**config.mk**
```make
export PLATFORM = sky130hd
export DESIGN_NAME = serial_adder_ctrl_flat
export DESIGN_NICKNAME = d
export VERILOG_FILES = /design/src/rtl/serial_adder_ctrl_if.sv /design/src/rtl/serial_adder_ctrl.sv /design/src/flat_wrapper.sv
export SDC_FILE = /design/constraint.sdc
export NUM_CORES = 1
export LEC_CHECK = 0
export ABC_AREA = 1
export ABC_CLOCK_PERIOD_IN_PS = 4000
export BUFFER_PORTS_ARGS = -buffer_cell sky130_fd_sc_hd__buf_2
export CAP_MARGIN = 20
export CORE_MARGIN = 2
export CORE_UTILIZATION = 54
export CTS_CLUSTER_DIAMETER = 40
export CTS_CLUSTER_SIZE = 28
export DETAILED_ROUTE_END_ITERATION = 10
export PLACE_DENSITY = 0.79
export SYNTH_ARGS = -nofsm -noshare
export SYNTH_HDL_FRONTEND = slang
export SYNTH_SLANG_ARGS = --single-unit
```
**constraint.sdc**
```tcl
create_clock -name i_clk -period 4 [get_ports i_clk]
set_clock_uncertainty 0.1 [all_clocks]
set_input_delay 0.2 -clock i_clk [delete_from_list [all_inputs] [get_ports i_clk]]
set_output_delay 0.2 -clock i_clk [all_outputs]
set_load 0.01 [all_outputs]
```
**src/rtl/serial_adder_ctrl_if.sv**
```systemverilog
// rtl/serial_adder_ctrl_if.sv - request/result handshake and full-adder cell connections for serial_adder_ctrl
interface serial_adder_ctrl_if #(
  parameter int N = 8
);
  logic         i_start;
  logic [N-1:0] i_A;
  logic [N-1:0] i_B;
  logic         i_Cin;
  logic         o_busy;
  logic         o_done;
  logic [N-1:0] o_S;
  logic         o_Cout;
  logic         o_fa_A;
  logic         o_fa_B;
  logic         o_fa_Cin;
  logic         i_fa_S;
  logic         i_fa_Cout;

  modport slave (
    input  i_start, i_A, i_B, i_Cin, i_fa_S, i_fa_Cout,
    output o_busy, o_done, o_S, o_Cout, o_fa_A, o_fa_B, o_fa_Cin
  );

  modport master (
    output i_start, i_A, i_B, i_Cin, i_fa_S, i_fa_Cout,
    input  o_busy, o_done, o_S, o_Cout, o_fa_A, o_fa_B, o_fa_Cin
  );
endinterface

```
**src/rtl/serial_adder_ctrl.sv**
```systemverilog
// rtl/serial_adder_ctrl.sv - bit-serial N-bit adder sequencer driving one external full-adder cell
module serial_adder_ctrl #(
  parameter int N  = 8,
  parameter int CW = $clog2(N)
) (
  input  logic             i_clk,
  input  logic             i_rst,
  serial_adder_ctrl_if.slave bus
);
  localparam logic [1:0] S_IDLE = 2'd0;
  localparam logic [1:0] S_RUN  = 2'd1;
  localparam logic [1:0] S_DONE = 2'd2;

  logic [1:0]    state;
  logic [CW-1:0] cnt;
  logic          carry;
  logic [N-1:0]  a_sh;
  logic [N-1:0]  b_sh;
  logic [N-1:0]  sum_sh;
  logic [N-1:0]  s_q;
  logic          cout_q;
  logic          run;
  logic          last;

  assign run  = (state == S_RUN);
  assign last = (cnt == CW'(N - 1));

  always_ff @(posedge i_clk) begin
    if (i_rst) begin
      state  <= S_IDLE;
      cnt    <= '0;
      carry  <= 1'b0;
      a_sh   <= '0;
      b_sh   <= '0;
      sum_sh <= '0;
      s_q    <= '0;
      cout_q <= 1'b0;
    end else begin
      case (state)
        S_IDLE: begin
          if (bus.i_start) begin
            a_sh  <= bus.i_A;
            b_sh  <= bus.i_B;
            carry <= bus.i_Cin;
            cnt   <= '0;
            state <= S_RUN;
          end
        end
        S_RUN: begin
          sum_sh <= {bus.i_fa_S, sum_sh[N-1:1]};
          carry  <= bus.i_fa_Cout;
          a_sh   <= a_sh >> 1;
          b_sh   <= b_sh >> 1;
          cnt    <= cnt + CW'(1);
          // Final bit: publish the sum straight from the cell output, bypassing sum_sh
          if (last) begin
            s_q    <= {bus.i_fa_S, sum_sh[N-1:1]};
            cout_q <= bus.i_fa_Cout;
            cnt    <= '0;
            state  <= S_DONE;
          end
        end
        S_DONE:  state <= S_IDLE;
        default: state <= S_IDLE;
      endcase
    end
  end

  assign bus.o_busy   = run;
  assign bus.o_done   = (state == S_DONE);
  assign bus.o_S      = s_q;
  assign bus.o_Cout   = cout_q;
  assign bus.o_fa_A   = run & a_sh[0];
  assign bus.o_fa_B   = run & b_sh[0];
  assign bus.o_fa_Cin = run & carry;
endmodule

```
**src/flat_wrapper.sv**
```systemverilog
// flat-port wrapper written by rule: the top's interface ports become plain ports
module serial_adder_ctrl_flat 
#(
  parameter int N  = 8,
  parameter int CW = $clog2(N)
)
  (i_clk, i_rst, bus_i_start, bus_i_A, bus_i_B, bus_i_Cin, bus_i_fa_S, bus_i_fa_Cout, bus_o_busy, bus_o_done, bus_o_S, bus_o_Cout, bus_o_fa_A, bus_o_fa_B, bus_o_fa_Cin);
  serial_adder_ctrl_if #(.N(N)) bus_i ();
  input  logic i_clk;
  input  logic i_rst;
  input wire logic [$bits(bus_i.i_start)-1:0] bus_i_start;
  input wire logic [$bits(bus_i.i_A)-1:0] bus_i_A;
  input wire logic [$bits(bus_i.i_B)-1:0] bus_i_B;
  input wire logic [$bits(bus_i.i_Cin)-1:0] bus_i_Cin;
  input wire logic [$bits(bus_i.i_fa_S)-1:0] bus_i_fa_S;
  input wire logic [$bits(bus_i.i_fa_Cout)-1:0] bus_i_fa_Cout;
  output wire logic [$bits(bus_i.o_busy)-1:0] bus_o_busy;
  output wire logic [$bits(bus_i.o_done)-1:0] bus_o_done;
  output wire logic [$bits(bus_i.o_S)-1:0] bus_o_S;
  output wire logic [$bits(bus_i.o_Cout)-1:0] bus_o_Cout;
  output wire logic [$bits(bus_i.o_fa_A)-1:0] bus_o_fa_A;
  output wire logic [$bits(bus_i.o_fa_B)-1:0] bus_o_fa_B;
  output wire logic [$bits(bus_i.o_fa_Cin)-1:0] bus_o_fa_Cin;
  assign bus_i.i_start = bus_i_start;
  assign bus_i.i_A = bus_i_A;
  assign bus_i.i_B = bus_i_B;
  assign bus_i.i_Cin = bus_i_Cin;
  assign bus_i.i_fa_S = bus_i_fa_S;
  assign bus_i.i_fa_Cout = bus_i_fa_Cout;
  assign bus_o_busy = bus_i.o_busy;
  assign bus_o_done = bus_i.o_done;
  assign bus_o_S = bus_i.o_S;
  assign bus_o_Cout = bus_i.o_Cout;
  assign bus_o_fa_A = bus_i.o_fa_A;
  assign bus_o_fa_B = bus_i.o_fa_B;
  assign bus_o_fa_Cin = bus_i.o_fa_Cin;
  serial_adder_ctrl #(.N(N), .CW(CW)) u_core (.i_clk(i_clk), .i_rst(i_rst), .bus(bus_i));
endmodule
```
==> summary.md <==
Summing the areas of all compound-gate instances in the mapped netlist gives 4.14% of the synthesized area. Sorting the synthesized cells by area gives the leading types as dfxtp_1, nand2_1, nor2_1, inv_1, buf_2. The tools report the launching point of the worst reg2reg path as u_core.state[1]$_SDFFE_PP0P_. Entering global routing, the biggest net connects 42 pins. In the routed design, unresolved DRC markers number 0. The synthesized netlist devotes 1.48% of its cell area to adder and majority cells. Input and output buffers added on the ports amount to 35. The share of flip-flops with an asynchronous set or reset after synthesis is 0%, and the vias after detailed routing is 1526. The number of antenna violations at the first check in global routing was 0. The clock root buffer is clkbuf_4. Routability-driven placement finished with a final weighted congestion of 0.843.

Combined flip-flop and latch cell area: 761 sq um. The run gives 0.00360 sq mm as the overall die area. Clock latency on the worst-skew pair, taken at its later pin, is 0.34 ns. The routed design uses 126 um of met3 wire.

Setup repair after global routing left no endpoint under its margin. Cells with a size suffix above 1 make up 16.6% of the layout. The highest metal layer with signal wires was met4. The synthesis warning total is 0.

The area fraction of the dominant cell type after synthesis was 44.9%; the buffer count from post-CTS setup fixing was 0. In this design, the stage delay of the slowest critical-path cell is 0.50 ns. In the synthesized netlist, the cells that appear most often are nand2_1, nor2_1, dfxtp_1, inv_1.

In this run the power density over the cells is 375 mW/mm^2. The endpoint identified for the worst register-to-register timing path is u_core.a_sh[4]$_SDFFE_PP0P_. No sink is reached through more buffers than the 2 on the longest clock path.

For the pin with the worst max-slew slack, the measured transition is 0.889 ns. In the finished design, the share of the clock period the worst path needs comes to 49.5%. The initial cell density of the core was 55.9%; the clock sink total was 38. The iteration count of the initial detailed-routing pass was 5; the number of levels the H-tree was split into was 2.

Dividing the detail-routed wire length by the instance count gives 9.64 um. The multi-input combinational cells in the finished layout cover a total of 773 sq um. Relative to the synthesized area, the layout overhead comes to 14.9%.

The synthesized netlist devotes 0% of its cell area to XOR and XNOR gates. Count of max-cap constraint violations: 0. The startpoint of the most critical setup path was u_core.state[1]$_SDFFE_PP0P_. The number of nets in the finished design is 319.

Grouping stages by cell kind, the critical path spends the most delay in simple AND/OR/NAND/NOR gates. The largest individual stage delay along the critical path comes from the cell nand2_2. The die height is 60.0 um, and the post-route antenna net violation count is 0. In this run the register-to-register setup slack is 2.02 ns. After synthesis, the netlist uses 14 different library cells.

The logs give 0 for the total inserted antenna cells and 0 for the number of hold violations in the final report. Summing every instance area after synthesis gives 0.00169 sq mm. In this run, synthesis produced a sequential element count of 38. Fill cells in the final layout number 304. The tools report the global-route wire length before repair as 5470 um. Registers are responsible for 56.3% of the overall power. The run gives 20 as the placement row count.

The critical path is of the register to register type. The detailed router put a total of 1530 um of wire on met1. TritonCTS built the clock tree.

The logs give 3280 um for the wire length after detailed routing and 36 for the number of ports placed on the die boundary. The worst vdd rail ir drop is 0.225 mV, and the post-synthesis mux area share is 0%. Clock-pin slew was measured on the worst setup and hold paths at 0.11 ns. Yosys instantiated no cell more often than nand2_1. The class of the tightest hold or removal check was input pin to register. The total buffers and inverters traversed by the critical path was 1; the total core area was 0.00303 sq mm. Setup violations remaining at the end of the flow were counted as 0. For this design the total switching power over the nets is 205 uW. Dividing the detail-routed via count by the number of cells gives 4.49. The worst hold path was traced through 3 stages. Among all flip-flop cells after synthesis, the most frequent one is dfxtp_1. Once detailed placement completed, the half-perimeter wirelength came to 2170 um.

For the total count of max-transition violations in the final report, the log shows 0. The post-cts resize count is 0. Counting flops with a built-in enable in the synthesized netlist gives 0. The run finished with clean final reports. The signal on the critical path passes through inv_1 -> nand2_2 -> nand2_1 -> nand2_1 -> nor2_1 -> nor2_1. The post-synthesis cell count is 263, and the width of the chip is 60.0 um. The clock network is responsible for 29.0% of the overall power.

The share of the Yosys chip area taken by registers is 44.9%. Along the worst path, the maximum fanout reaches 41. Endpoint of the most critical setup path: u_core.a_sh[4]$_SDFFE_PP0P_. dfxtp_1 takes more of the synthesized area than any other cell. Startpoint kind of the worst setup timing path: a register.

The post-place instance area came out at 0.00186 sq mm. The total overflow left after global routing is 0. In this run switching power makes up 28.0% of total power. Dominant combinational cell family by area after synthesis: simple AND/OR/NAND/NOR gates. Counting every net in the synthesized netlist gives 287. The finished cells cover 0.00195 sq mm.

Total internal power: 526 uW. At the worst endpoint, the required time is 4.18 ns. The count of routing violations after the opening detailed-route iteration was 107.

Wire segments on met2 add up to 1560 um in the final route. Counting cells, the worst reg-to-reg path comes to 6. The tools report the number of global-route vias before repair as 1343. The analysis attributes to cell leakage a power of 1.03 nW.

After routing, the total negative slack on setup checks comes to 0 ns. The number of buffers created by CTS came out at 5. Of the total synthesized cell area, the portion taken by AND, OR, NAND and NOR gates is 40.1%. In this run the mean area of a mapped cell was 6.44 sq um. Data on the critical path arrives at its endpoint at 2.16 ns. Element type at the critical path end: a register. The logic depth of the worst path, buffers included was 6. The top achievable clock speed was 0.505 GHz; the post-route minimum period was 1.98 ns.

The worst pin sits at a relative slew slack of 40.7%. The share of total power dissipated in combinational logic is 14.7%. For this run, the total global-route usage over all layers was measured as 20.3%.
## metal layers
layer,track usage [%],up-vias
li1,-,847
met1,25.8,643
met2,31.8,30
met3,7.14,6
met4,6.98,0
met5,0,-
## kinds of logic after synthesis
logic type      count (synthesis)
compound gates                 14
fa+ha+maj                       2
buf+inv                        37
flops                          38
simple gates                  172
## worst min path at each step
stage                                     endpoint  slack [ns]          start
floorplan           u_core.bus.o_Cout$_SDFFE_PP0P_        0.20  bus_i_fa_Cout
global placement    u_core.bus.o_Cout$_SDFFE_PP0P_        0.32  bus_i_fa_Cout
detailed placement  u_core.bus.o_Cout$_SDFFE_PP0P_        0.32  bus_i_fa_Cout
CTS                    u_core.b_sh[7]$_SDFFE_PP0P_        0.02     bus_i_B[7]
global route            u_core.cnt[2]$_SDFFE_PP0P_        0.01          i_rst
finish                 u_core.a_sh[7]$_SDFFE_PP0P_        0.02     bus_i_A[7]
## cell type report
type | count | area share [%]
sequential | 38 | 39.1
clock inverter | 2 | 0.643
multi-input combinational | 188 | 39.7
clock buffer | 6 | 2.64
tap | 44 | 2.83
timing repair buffer | 38 | 10.4
inverter | 24 | 4.63
## repair_timing
item | CTS | global route
hold endpoints to repair | 1 | 1
endpoints found under the setup margin | 0 | 0
hold buffers | 1 | 1
## flip-flops by register name, indices dropped and copies added, names as in the netlist
register           count
u_core.a_sh            8
u_core.b_sh            8
u_core.bus.o_S         8
u_core.sum_sh          7
u_core.cnt             3
u_core.state           2
u_core.bus.o_Cout      1
u_core.carry           1
## power by group through the flow
stage               sequential, mW  combinational (mW)  clock (mW)
floorplan                    0.418              0.0840           0
global placement             0.419               0.105           0
detailed placement           0.420               0.106           0
CTS                          0.411               0.108       0.217
global route                 0.414               0.125       0.237
finish                       0.411               0.108       0.212
## worst min-delay path, cell delays in order
cell and delay, ns:
buf_2 0.09, nand3_1 0.06, a21oi_1 0.06
## cells in the final DEF, fill, tap and decap left out
cell / n
a21oi_1: 6
buf_2: 35
buf_4: 1
clkbuf_4: 5
clkbuf_8: 1
clkinv_2: 1
clkinvlp_4: 1
dfxtp_1: 38
dlygate4sd3_1: 2
ha_1: 2
inv_1: 23
inv_2: 1
nand2_1: 89
nand2_2: 2
nand3_1: 10
nor2_1: 69
nor2_4: 2
o21ai_0: 7
o21ai_1: 1
## per-stage QoR
step	hold WS [ns]	cells	total power, mW	util, %	setup slack (ns)
2_1_floorplan	0.203	263	0.502	-	2.67
3_3_place_gp	0.323	330	0.523	61.5	2.10
3_5_place_dp	0.322	330	0.526	61.5	2.06
4_1_cts	0.0164	339	0.736	63.9	2.02
5_1_grt	0.0109	340	0.777	64.3	1.78
6_report	0.0213	340	0.730	64.3	2.02
Note: power is estimated with default switching activity, not from simulation.
